### src/rtl/dma_xfer_engine_if.sv
// ----------------------------------------------------------------------------
// dma_xfer_engine_if
//   Bundles the descriptor handshake, bus arbitration and data-bus signals
//   of the DMA transfer engine.
//   master : the DMA engine (drives address/strobes, samples data_in/GPIO)
//   slave  : the processor / bus-mux side (issues descriptors, grants bus)
// Signals:
//   instr/instr_valid/instr_ready : 26-bit descriptor handshake
//   bus_req/grant/busybus         : bus arbitration and mux select
//   address/data_in/data_out/data_oe : shared bus
//   memwrite/IOWrite1/IOWrite2    : write strobes per target window
//   IOAck1/IOAck2, GPIO1/GPIO2    : IO source read handshake
//   remaining/done/err            : progress and status
// ----------------------------------------------------------------------------
interface dma_xfer_engine_if #(
  parameter int DATA_W = 32
);
  logic [25:0]       instr;
  logic              instr_valid;
  logic              instr_ready;
  logic              bus_req;
  logic              grant;
  logic              busybus;
  logic [7:0]        address;
  logic [DATA_W-1:0] data_in;
  logic [DATA_W-1:0] data_out;
  logic              data_oe;
  logic              memwrite;
  logic              IOWrite1;
  logic              IOWrite2;
  logic              IOAck1;
  logic              IOAck2;
  logic              GPIO1;
  logic              GPIO2;
  logic [5:0]        remaining;
  logic              done;
  logic              err;

  modport master (
    input  instr, instr_valid, grant, data_in, GPIO1, GPIO2,
    output instr_ready, bus_req, busybus, address, data_out, data_oe,
           memwrite, IOWrite1, IOWrite2, IOAck1, IOAck2,
           remaining, done, err
  );

  modport slave (
    output instr, instr_valid, grant, data_in, GPIO1, GPIO2,
    input  instr_ready, bus_req, busybus, address, data_out, data_oe,
           memwrite, IOWrite1, IOWrite2, IOAck1, IOAck2,
           remaining, done, err
  );
endinterface

### src/rtl/dma_xfer_engine.sv
// ----------------------------------------------------------------------------
// dma_xfer_engine
//   Bus-master DMA engine. Accepts one descriptor at a time, requests the
//   shared bus, then moves `count` words, one READ + WRITE pair per beat,
//   from a source address range to a destination address range. Source and
//   destination windows (memory / IO1 / IO2) are re-decoded on every beat.
// Ports:
//   clock   : rising-edge clock
//   reset_n : asynchronous active-low reset
//   bus     : dma_xfer_engine_if master modport (descriptor, bus, status)
// Descriptor: [25:24] op, [23:22] mode, [21:14] src, [13:6] dest, [5:0] count
// ----------------------------------------------------------------------------
module dma_xfer_engine #(
  parameter int DATA_W  = 32,
  parameter int MEM_TOP = 191,
  parameter int IO1_TOP = 223
) (
  input logic               clock,
  input logic               reset_n,
  dma_xfer_engine_if.master bus
);

  typedef enum logic [2:0] {S_IDLE, S_REQ, S_READ, S_WRITE, S_DONE} state_e;
  typedef enum logic [1:0] {WIN_MEM, WIN_IO1, WIN_IO2} win_e;

  localparam logic [7:0] MEM_TOP_A = 8'(MEM_TOP);
  localparam logic [7:0] IO1_TOP_A = 8'(IO1_TOP);

  function automatic win_e decode_win(input logic [7:0] a);
    if (a <= MEM_TOP_A)      return WIN_MEM;
    else if (a <= IO1_TOP_A) return WIN_IO1;
    else                     return WIN_IO2;
  endfunction

  // Descriptor fields
  logic [1:0] d_op, d_mode;
  logic [7:0] d_src, d_dest;
  logic [5:0] d_count;
  assign {d_op, d_mode, d_src, d_dest, d_count} = bus.instr;

  state_e            state_q, state_d;
  logic [7:0]        src_q, src_d;
  logic [7:0]        dest_q, dest_d;
  logic [5:0]        remaining_q, remaining_d;
  logic              inc_dest_q, inc_dest_d;
  logic [DATA_W-1:0] data_q, data_d;
  logic              err_q, err_d;

  win_e src_win, dest_win;
  logic src_ready;

  assign src_win  = decode_win(src_q);
  assign dest_win = decode_win(dest_q);

  // Memory is always ready; IO sources are ready when their GPIO is high.
  always_comb begin
    case (src_win)
      WIN_IO1: src_ready = bus.GPIO1;
      WIN_IO2: src_ready = bus.GPIO2;
      default: src_ready = 1'b1;
    endcase
  end

  // Next-state logic.
  // NOTE: every signal gets a default before the case, so no path leaves a
  // value unassigned and no latch is inferred.
  always_comb begin
    state_d     = state_q;
    src_d       = src_q;
    dest_d      = dest_q;
    remaining_d = remaining_q;
    inc_dest_d  = inc_dest_q;
    data_d      = data_q;
    err_d       = 1'b0;

    case (state_q)
      S_IDLE: begin
        // Ops 1x belong to the processor: consumed here with no effect.
        if (bus.instr_valid && !d_op[1]) begin
          if ((d_mode == 2'b01 || d_mode == 2'b10) && d_count != 6'd0) begin
            src_d       = d_src;
            dest_d      = d_dest;
            remaining_d = d_count;
            inc_dest_d  = (d_op == 2'b00);
            state_d     = S_REQ;
          end else begin
            err_d = 1'b1;
          end
        end
      end
      S_REQ: begin
        if (bus.grant) state_d = S_READ;
      end
      S_READ: begin
        if (src_ready) begin
          data_d  = bus.data_in;
          state_d = S_WRITE;
        end
      end
      S_WRITE: begin
        remaining_d = remaining_q - 6'd1;
        src_d       = src_q + 8'd1;            // 8-bit wrap: 255 -> 0
        if (inc_dest_q) dest_d = dest_q + 8'd1;
        // A beat always completes; a lost grant only stops the next beat.
        if (remaining_q == 6'd1) state_d = S_DONE;
        else if (!bus.grant)     state_d = S_REQ;
        else                     state_d = S_READ;
      end
      S_DONE:  state_d = S_IDLE;
      default: state_d = S_IDLE;
    endcase
  end

  // NOTE: sequential state uses non-blocking assignments so every flop
  // samples the pre-edge value of its inputs.
  // NOTE: the data register is a single word, so it is reset along with the
  // control state; an abandoned transfer leaves nothing stale on data_out.
  always_ff @(posedge clock or negedge reset_n) begin
    if (!reset_n) begin
      state_q     <= S_IDLE;
      src_q       <= '0;
      dest_q      <= '0;
      remaining_q <= '0;
      inc_dest_q  <= 1'b0;
      data_q      <= '0;
      err_q       <= 1'b0;
    end else begin
      state_q     <= state_d;
      src_q       <= src_d;
      dest_q      <= dest_d;
      remaining_q <= remaining_d;
      inc_dest_q  <= inc_dest_d;
      data_q      <= data_d;
      err_q       <= err_d;
    end
  end

  // Outputs decoded from the registered state. The request is held while
  // the engine owns the bus so the arbiter does not reclaim it mid-transfer.
  always_comb begin
    bus.instr_ready = (state_q == S_IDLE);
    bus.bus_req     = (state_q == S_REQ) || (state_q == S_READ) || (state_q == S_WRITE);
    bus.busybus     = (state_q == S_READ) || (state_q == S_WRITE);
    bus.address     = 8'd0;
    bus.data_out    = data_q;
    bus.data_oe     = 1'b0;
    bus.memwrite    = 1'b0;
    bus.IOWrite1    = 1'b0;
    bus.IOWrite2    = 1'b0;
    bus.IOAck1      = 1'b0;
    bus.IOAck2      = 1'b0;
    bus.remaining   = remaining_q;
    bus.done        = (state_q == S_DONE);
    bus.err         = err_q;

    case (state_q)
      S_READ: begin
        bus.address = src_q;
        // Ack only on the cycle the word is actually taken.
        if (src_ready) begin
          bus.IOAck1 = (src_win == WIN_IO1);
          bus.IOAck2 = (src_win == WIN_IO2);
        end
      end
      S_WRITE: begin
        bus.address  = dest_q;
        bus.data_oe  = 1'b1;
        bus.memwrite = (dest_win == WIN_MEM);
        bus.IOWrite1 = (dest_win == WIN_IO1);
        bus.IOWrite2 = (dest_win == WIN_IO2);
      end
      default: ;
    endcase
  end

endmodule

### src/flat_wrapper.sv
// flat-port wrapper written by rule: the top's interface ports become plain ports
module dma_xfer_engine_flat 
#(
  parameter int DATA_W  = 32,
  parameter int MEM_TOP = 191,
  parameter int IO1_TOP = 223
)
  (clock, reset_n, bus_instr, bus_instr_valid, bus_grant, bus_data_in, bus_GPIO1, bus_GPIO2, bus_instr_ready, bus_bus_req, bus_busybus, bus_address, bus_data_out, bus_data_oe, bus_memwrite, bus_IOWrite1, bus_IOWrite2, bus_IOAck1, bus_IOAck2, bus_remaining, bus_done, bus_err);
  dma_xfer_engine_if #(.DATA_W(DATA_W)) bus_i ();
  input logic clock;
  input logic reset_n;
  input wire logic [$bits(bus_i.instr)-1:0] bus_instr;
  input wire logic [$bits(bus_i.instr_valid)-1:0] bus_instr_valid;
  input wire logic [$bits(bus_i.grant)-1:0] bus_grant;
  input wire logic [$bits(bus_i.data_in)-1:0] bus_data_in;
  input wire logic [$bits(bus_i.GPIO1)-1:0] bus_GPIO1;
  input wire logic [$bits(bus_i.GPIO2)-1:0] bus_GPIO2;
  output wire logic [$bits(bus_i.instr_ready)-1:0] bus_instr_ready;
  output wire logic [$bits(bus_i.bus_req)-1:0] bus_bus_req;
  output wire logic [$bits(bus_i.busybus)-1:0] bus_busybus;
  output wire logic [$bits(bus_i.address)-1:0] bus_address;
  output wire logic [$bits(bus_i.data_out)-1:0] bus_data_out;
  output wire logic [$bits(bus_i.data_oe)-1:0] bus_data_oe;
  output wire logic [$bits(bus_i.memwrite)-1:0] bus_memwrite;
  output wire logic [$bits(bus_i.IOWrite1)-1:0] bus_IOWrite1;
  output wire logic [$bits(bus_i.IOWrite2)-1:0] bus_IOWrite2;
  output wire logic [$bits(bus_i.IOAck1)-1:0] bus_IOAck1;
  output wire logic [$bits(bus_i.IOAck2)-1:0] bus_IOAck2;
  output wire logic [$bits(bus_i.remaining)-1:0] bus_remaining;
  output wire logic [$bits(bus_i.done)-1:0] bus_done;
  output wire logic [$bits(bus_i.err)-1:0] bus_err;
  assign bus_i.instr = bus_instr;
  assign bus_i.instr_valid = bus_instr_valid;
  assign bus_i.grant = bus_grant;
  assign bus_i.data_in = bus_data_in;
  assign bus_i.GPIO1 = bus_GPIO1;
  assign bus_i.GPIO2 = bus_GPIO2;
  assign bus_instr_ready = bus_i.instr_ready;
  assign bus_bus_req = bus_i.bus_req;
  assign bus_busybus = bus_i.busybus;
  assign bus_address = bus_i.address;
  assign bus_data_out = bus_i.data_out;
  assign bus_data_oe = bus_i.data_oe;
  assign bus_memwrite = bus_i.memwrite;
  assign bus_IOWrite1 = bus_i.IOWrite1;
  assign bus_IOWrite2 = bus_i.IOWrite2;
  assign bus_IOAck1 = bus_i.IOAck1;
  assign bus_IOAck2 = bus_i.IOAck2;
  assign bus_remaining = bus_i.remaining;
  assign bus_done = bus_i.done;
  assign bus_err = bus_i.err;
  dma_xfer_engine #(.DATA_W(DATA_W), .MEM_TOP(MEM_TOP), .IO1_TOP(IO1_TOP)) u_core (.clock(clock), .reset_n(reset_n), .bus(bus_i));
endmodule
### config.mk
export PLATFORM = sky130hd
export DESIGN_NAME = dma_xfer_engine_flat
export DESIGN_NICKNAME = d
export VERILOG_FILES = /design/src/rtl/dma_xfer_engine_if.sv /design/src/rtl/dma_xfer_engine.sv /design/src/flat_wrapper.sv
export SDC_FILE = /design/constraint.sdc
export NUM_CORES = 1
export LEC_CHECK = 0
export ABC_CLOCK_PERIOD_IN_PS = 1680
export CORE_UTILIZATION = 40
export CTS_BUF_LIST = sky130_fd_sc_hd__clkbuf_4 sky130_fd_sc_hd__clkbuf_8 sky130_fd_sc_hd__clkbuf_16
export DETAILED_ROUTE_END_ITERATION = 10
export PLACE_DENSITY = 0.82
export SLEW_MARGIN = 5
export SYNTH_ARGS = -nofsm -noshare
export SYNTH_HDL_FRONTEND = slang
export SYNTH_SLANG_ARGS = --single-unit
### constraint.sdc
create_clock -name clock -period 1.68 [get_ports clock]
set_input_delay 0.42 -clock clock [delete_from_list [all_inputs] [get_ports clock]]
set_output_delay 0.42 -clock clock [all_outputs]
set_load 0.02 [all_outputs]
==> impl_results.md <==
* Status: finished with violations
* Failing checks: negative setup slack
* H-tree levels at 3
* CTS Buffer Depth at 2
* Area Growth Syn to Fin at 81.79%
* Post-synthesis cell count at between 200 and 300
* # rows at 31
* Post-route cell area at 5584 µm²
* Worst reg2reg path depth at 6
* R2r startpoint: u_core.state_q[1]
* Die height at between 80 and 90 µm
* Worst Hold Class: reg2reg
* Max transition margin at 60.88%
* Post-synth top area share at approximately half
* Largest net degree at the start of global routing at 33
* CTS Sinks at slightly below 60
* Wirelength, routed at 11230 µm
* Final core occ at between 70% and 80%
* Worst-Margin Slew at about 580 ps
* Wirelength per Cell at 19.23 µm
* Placed Instances at roughly 540
* PwrDens at around 1700 nW/µm²
* Core area at approximately 7300 µm²
* Period Utilization, post-route at 122.8%
* Worst setup margin at -383.5 ps
* I/O pin count at between 100 and 150
* Num CTS Buffers at 9
* HPWL Detailed at 6751 µm
* CP Launch Point: u_core.src_q[5]
* Layout Nets at 549
* Maximum clock frequency at 0.4846 GHz
* Post-synthesis sequential area ratio at between 40% and 50%
* Critical Path Start Type: flip-flop
* Clk Latency, worst-skew pair at 340 ps
* CP Max Fanout at 4
* Fill cells at about 440
* Share of cells above drive strength 1 at a little over two fifths
* Worst EP required at around 1300 ps
* Hold Vio Cnt, Final at 0
* Critical Path Sink Type: output port
* Grt ovf at 0
* TNS Setup at -11430 ps
* First-pass GRT wire length at ~15000 µm
* PortBufs at 120
* Clk pin slew, worst setup/hold paths at ~70 ps
* Most common cell in the netlist: dfrtp_1
* Non-Filler Instances at 584
* Place WS at -750.3 ps
* Vias in the first global route at ~3200
* Yosys reg bits at 59
* Root Driver: clkbuf_8
* Most frequent cells after synthesis: dfrtp_1 (59), mux2_2 (32), nor2_1 (25)
* Die X at between 80 and 90 µm
* Remaining antenna violation count at 0
* Synthesized area at between 3000 and 4000 µm²
* # diodes at 0
* Yosys warnings at 0
* Initial antenna violation count at 0
* Ys flop type: dfrtp_1
* Overall Global Routing Usage at about a quarter
* Vias per cell at between 5 and 6
* Routability congestion estimate at between 0.8 and 0.9
* Reg2reg setup slack at -320 ps
* Critical path class: reg2out
* Max VDD drop at about 0.0010 V
* Reg2reg end: u_core.bus.remaining[5]
* LEAKAGE at 2.479 nW
* Power Total at between 9 and 10 mW
* Data arrival time of the critical path at around 1600 ps
* Number of synthesized flops with an enable pin at 0
* DR iter-0 viols at around 130
* Synth async-reset ratio at 100.0%
* Area leader, netlist: dfrtp_1
* TritonRoute pass-1 iters at 4
* CTS tree: built
* Detailed-route via count at roughly 3300
* Synth cell types at 54
* Synth area leaders: dfrtp_1 (48%), mux2_2 (12%), nor2_1 (3.1%)
* Synthesized area per cell at between 10 and 15 µm²
* Unrepaired setup endpoints after global routing: true
* # setup viols final at 75
* WHS at 501.3 ps
* Die area at around 8000 µm²
* Final slew viol count at 0
* Max_cap viols at 0
* Syn Nets at approximately 350
* Setup crit end: bus_IOAck1
* Residual DRC at 0
* Fin crit period at around 2100 ps
* Initial core utilization at a little over two fifths
* Final Skew at ~5.7 ps
* Area after detailed placement at between 4000 and 5000 µm²
what timing repair did:
item,4_1_cts,5_1_grt
pin swaps,20,17
endpoints found under the setup margin,114,74
hold buffers,1,0
buffers inserted,15,11
endpoints found under the hold margin,14,0
gates resized for setup,191,61
gates cloned,1,2
routing by layer:
| layer | share of wire (%) | wire, µm | track usage [%] | vias to the layer above |
|---|---|---|---|---|
| met5 | 0 | 0 | 0 | - |
| li1 | - | - | - | 1460 |
| met1 | 38 | 4276 | 30.45 | 1614 |
| met2 | 52 | 5863 | 43.25 | 156 |
| met4 | 3.4 | 385 | 10.68 | 0 |
| met3 | 6.3 | 703 | 5.850 | 37 |
kinds of logic (layout without fill, tap and decap cells):
kind of cell | after synthesis | count (layout) | share of synthesized area [%]
buffers and inverters | 28 | 227 | 4.440
muxes | 42 | 42 | 15.03
and+or+nand+nor | 86 | 87 | 13.73
AOI/OAI and AO/OA | 64 | 64 | 16.54
xor gates and xnor gates | 2 | 2 | 0.5704
adders and majority gates | 4 | 4 | 1.629
DFF | 59 | 59 | 48.07
critical path: stages (launching register included):
cell     delay, ps
dfrtp_1        420
mux2i_2        330
nand3_2        170
nand2_4        160
nor3_2          60
buf_4          160
worst min path at each step:
stage,from,end,cells after the start
6_report,u_core.bus.data_out[26],u_core.bus.data_out[26],1
5_1_grt,u_core.bus.data_out[28],u_core.bus.data_out[28],1
4_1_cts,u_core.bus.data_out[7],u_core.bus.data_out[7],1
3_5_place_dp,reset_n,u_core.bus.data_out[27],1
3_3_place_gp,reset_n,u_core.bus.data_out[4],1
2_1_floorplan,reset_n,u_core.bus.data_out[0],0
cells in the final DEF (no fill, tap or decap), types with 9 or more instances in the layout:
cell type,synthesis,layout
dlygate4sd2_1,0,45
dfrtp_1,59,56
clkdlybuf4s50_1,0,56
clkbuf_8,0,10
buf_6,3,29
nand2_1,16,12
nor2_1,25,15
buf_4,0,64
mux2_4,0,14
mux2_2,32,19
nand3_1,14,12
inv_1,10,9
registers in the layout, summed over array words and instances, names as in the netlist:
signal	flops
u_core.bus.data_out	32
u_core.dest_q	8
u_core.src_q	8
u_core.bus.remaining	6
u_core.state_q	3
u_core.bus.err	1
u_core.inc_dest_q	1
cell type report:
class                   instances  area [µm²]  area share [%]
repair buffers                201        1867           33.43
clock inverters                 5       30.03          0.5378
clock buffers                  10       137.6           2.465
multi-input cells             199        1897           33.97
well taps                      99       123.9           2.218
flip-flops and latches         59        1480           26.51
inverters                      11       48.80          0.8739
report_power, final:
part / internal [mW] / switching (mW)
Combinational: 2.87 / 2.86
Sequential: 2.12 / 0.569
Clock: 0.558 / 0.596
Total: 5.54 / 4.03
Power figures use the tool's default switching activity.
==> patch 1, RTL diff (same settings) <==
Re-encode `state_e` (5 states) as one-hot, 5 bits wide.
--- a/src/rtl/dma_xfer_engine.sv
+++ b/src/rtl/dma_xfer_engine.sv
@@ -21,5 +21,5 @@
 );
 
-  typedef enum logic [2:0] {S_IDLE, S_REQ, S_READ, S_WRITE, S_DONE} state_e;
+  typedef enum logic [4:0] {S_IDLE = 5'b00001, S_REQ = 5'b00010, S_READ = 5'b00100, S_WRITE = 5'b01000, S_DONE = 5'b10000} state_e;
   typedef enum logic [1:0] {WIN_MEM, WIN_IO1, WIN_IO2} win_e;
 
Function: no difference found for any inputs over 10 cycles, from zero or initial values and one cycle with reset_n low; not proved beyond that.
==> patch 1 against the original RTL <==
  * The flow still finishes with violations (setup timing)
  * Sequential cell count up 2
  * Synthesized area is 1.8% higher
  * Count of clock-buffer cells in the layout shrank 1
  * Final area rose by 2.3%
  * Worst setup slack got worse by 210 ps
  * Wire length grew 11%
  * Critical path type unchanged
  * Critical endpoint is now bus_IOWrite2
Power is not compared: it rests on default switching activity, and its combinational part moved more than twofold at a synthesized area within 25%.
==> patch 1: results (changes against the original RTL) <==
Slew headroom: 67.9% (+7.0 points)
post-layout net count: 540 (-1.6%)
pre-CTS setup slack: -862 ps (-112 ps)
Yosys cell types: 57 (+5.6%)
worst path arrival time: 1850 ps (+210 ps)
first-pass GRT wire length: 19,100 um (+25%)
post-synthesis mux area share: 12.2% (-2.8 points)
r2r worst-path depth: 7 (+1)
overall global routing resource usage: 30.4% (+5.2 points)
drt wl/cell: 21.6 um (+12%)
largest net degree at the start of global routing: 62 (+88%)
failing checks: setup timing
layout cells sized above 1: 45.1% (+1.2 points)
Fillers: 426 (-3.6%)
R2R setup slack: -400 ps (-80 ps)
via count of the first global-routing pass: 3,523 (+11%)
Net Count, Synth: 346 (-2.0%)
Core Util, Final: 77.1% (+0.91 points)
setup ws final: -589 ps (-206 ps)
Synth Area in Compound Gates: 18.6% (+2.1 points)
status: complete, but fails checks
Post-synth top cells: dfrtp_1 (60), mux2_2 (33), nor2_1 (20)
final setup fails: 76 (+1.3%)
Seq/Total Area, Yosys: 48.9% (+0.81 points)
WHS: 78.7 ps (-423 ps)
## patch 1: worst max-delay path by stage
stage | cells past startpoint | from | to | slack, ps
floorplan | 7 | u_core.state_q[1]$_DFFE_PN0P_ | bus_IOWrite2 | -320
global placement | 6 | bus_GPIO1 | bus_IOAck1 | -760
detailed placement | 6 | bus_GPIO1 | bus_IOAck1 | -860
CTS | 6 | u_core.state_q[1]$_DFFE_PN0P_ | bus_IOWrite2 | -580
global route | 6 | u_core.state_q[1]$_DFFE_PN0P_ | bus_IOWrite2 | -620
finish | 6 | u_core.state_q[1]$_DFFE_PN0P_ | bus_IOWrite2 | -590
## patch 1: kinds of logic (layout without fill, tap and decap cells)
| logic type | Yosys count | count (layout) |
|---|---|---|
| adders and majority gates | 4 | 4 |
| xor gates and xnor gates | 2 | 2 |
| AOI/OAI and AO/OA | 72 | 72 |
| DFF | 61 | 61 |
| muxes | 34 | 34 |
| buffers and inverters | 24 | 222 |
| and+or+nand+nor | 81 | 82 |
## patch 1: through the flow
stage               cells  cell area [sq um]
floorplan             278               3270
global placement      533               4880
detailed placement    533               4880
CTS                   570               5570
global route          576               5710
finish                576               5710
## patch 1: metal layers
metal	share of wire (%)	up-vias	GRT usage, %
met5	0	-	0
met4	3.8	0	14.4
met3	6.6	42	5.05
met2	52	196	53.4
met1	38	1617	36.2
li1	-	1454	-
## patch 1: repair_timing
item,CTS,global route
gates cloned,6,0
endpoints found under the setup margin,117,76
resized for setup,210,28
pin swaps,26,12
hold buffers,0,0
buffers inserted,18,11
endpoints found under the hold margin,0,0
## patch 1: area by class of cell
type / count / area, sq um / area share [%]
timing repair buffer: 199 / 1970 / 34.5
multi-input combinational: 194 / 1870 / 32.7
sequential: 61 / 1530 / 26.8
clock buffer: 9 / 124 / 2.17
tap: 99 / 124 / 2.17
clock inverter: 7 / 51.3 / 0.898
inverter: 6 / 35.0 / 0.613
timing repair inverter: 1 / 8.76 / 0.153
## patch 1: power by group through the flow
stage | sequential (W) | clock (W) | combinational [W]
finish | 0.00191 | 0.00118 | 0.00169
global route | 0.00193 | 0.00126 | 0.00181
CTS | 0.00189 | 0.00119 | 0.00157
detailed placement | 0.00190 | 0 | 0.00148
global placement | 0.00190 | 0 | 0.00142
floorplan | 0.00196 | 0 | 0.000618
## patch 1: worst max-delay path, stage by stage (launching register included)
cell      delay [ps]
dfrtp_1          410
or3_4            400
or2_4            310
clkinv_8         100
nand2_4           70
nor2_4           100
buf_6            120
==> patch 2, RTL diff (same settings) <==
Without the edit above. `DATA_W` is set to 32 in 3 places; all go to 64.
--- a/src/rtl/dma_xfer_engine_if.sv
+++ b/src/rtl/dma_xfer_engine_if.sv
@@ -14,5 +14,5 @@
 // ----------------------------------------------------------------------------
 interface dma_xfer_engine_if #(
-  parameter int DATA_W = 32
+  parameter int DATA_W = 64
 );
   logic [25:0]       instr;
--- a/src/rtl/dma_xfer_engine.sv
+++ b/src/rtl/dma_xfer_engine.sv
@@ -12,5 +12,5 @@
 // ----------------------------------------------------------------------------
 module dma_xfer_engine #(
-  parameter int DATA_W  = 32,
+  parameter int DATA_W  = 64,
   parameter int MEM_TOP = 191,
   parameter int IO1_TOP = 223
--- a/src/flat_wrapper.sv
+++ b/src/flat_wrapper.sv
@@ -2,5 +2,5 @@
 module dma_xfer_engine_flat 
 #(
-  parameter int DATA_W  = 32,
+  parameter int DATA_W  = 64,
   parameter int MEM_TOP = 191,
   parameter int IO1_TOP = 223
Interface: changed (resized bus_data_in and bus_data_out); port bits go from 121 to 185. No check against the original RTL was run, so the function may have changed too.
==> patch 2 against the original RTL <==
  * The run still ends with setup timing left
  * Sequential power is 52% higher
  * Die area is 39% higher
  * First-iteration DRC count grew to 2.9 times the old value
  * Final area rose by 42%
  * Wire length is 36% higher
  * Total power rose by 48%
  * Hold slack lost 420 ps
  * Worst setup slack worse by 19 ps
  * Critical endpoint is now bus_IOAck2
  * Clock skew is 11 ps higher
  * Combinational power is 51% higher
  * Sequential cell count increased by 32
  * Synthesized area is 40% higher
==> patch 2: results (changes against the original RTL) <==
seq_cells: 91 (+54%)
r2r worst-path depth: 9 (+3)
setup ws final: -402 ps (-18.5 ps)
multi-input combinational gate total: 239 (+20%)
CP max FO: 3 (-1)
adder-cell area share of the yosys netlist: 1.16% (-0.47 points)
XOR/XNOR Fraction of Synth Area: 0.407% (-0.16 points)
initial antenna violation count: 1 (+1)
met3 Usage GRT: 5.13% (-0.72 points)
post-CTS setup buffers: 16 (+1)
post-CTS resize count: 252 (+32%)
TNS Setup: -21,190 ps (-9760 ps)
final setup fails: 108 (+44%)
gp weighted congestion: 0.913 (+4.5%)
half-perimeter wire length after placement: 9480 um (+40%)
Net Count, Synth: 460 (+30%)
worst skew pair latency: 370 ps (+30 ps)
ant diodes: 1 (+1)
die width: 106 um (+18%)
max FFs per register: 64 (+100%)
post-synthesis mux area share: 19.6% (+4.5 points)
clock share of power: 9.9% (-2.2 points)
Seq/Total Area, Yosys: 52.8% (+4.8 points)
capturing point of the worst reg2reg path: u_core.src_q[7]$_DFFE_PN0P_
Static Leak: 3.44 nW (+39%)
largest net degree at the start of global routing: 92 (+180%)
DRT iter0 DRCs: 364 (+190%)
layout cells sized above 1: 44.4% (+0.49 points)
met3 wire len: 1170 um (+67%)
sequential fraction of design power: 28.9% (+0.8 points)
worst path arrival time: 1660 ps (+20 ps)
Setup crit start: u_core.state_q[0]$_DFFE_PN0P_
P_clk: 0.00141 W (+23%)
multi-input logic area: 2440 sq um (+29%)
Seq/total area: 28.7% (+2.2 points)
worst min path class: primary input to async pin
Via Count: 4,236 (+30%)
Fillers: 662 (+50%)
Clock Pin Slew Worst Setup and Hold Paths: 90 ps (+20 ps)
failing checks: setup timing
overall global routing resource usage: 24.8% (-0.41 points)
status: complete, but fails checks
Synth Area in Compound Gates: 12.7% (-3.8 points)
Cell Area, Placed: 6780 sq um (+41%)
Sw Pwr: 0.00599 W (+49%)
non-clk buf share: 35.3% (+1.9 points)
peak supply drop: 0.000810 V (-22%)
count of mapped cells out of synthesis: 360 (+26%)
placed insts: 722 (+33%)
top cells by area, synth: dfrtp_1 (53%), mux2_2 (17%), mux2i_1 (2.3%)
Port Buf Inserts: 184 (+53%)
post-layout net count: 730 (+33%)
## patch 2: worst min-delay path by stage
stage | start | endpoint | slack (ps)
6_report | reset_n | u_core.bus.data_out[16]$_DFFE_PN0P_ | 80
5_1_grt | reset_n | u_core.bus.data_out[16]$_DFFE_PN0P_ | 110
4_1_cts | reset_n | u_core.bus.data_out[16]$_DFFE_PN0P_ | 110
3_5_place_dp | u_core.bus.data_out[0]$_DFFE_PN0P_ | u_core.bus.data_out[0]$_DFFE_PN0P_ | 490
3_3_place_gp | u_core.bus.data_out[48]$_DFFE_PN0P_ | u_core.bus.data_out[48]$_DFFE_PN0P_ | 490
2_1_floorplan | reset_n | u_core.bus.data_out[0]$_DFFE_PN0P_ | 120
## patch 2: worst max-delay path, stage by stage, from the launching register on
cell     delay (ps)
dfrtp_1         420
nor3b_1         290
buf_4           190
nand2_4          70
nor3_4          190
buf_6           140
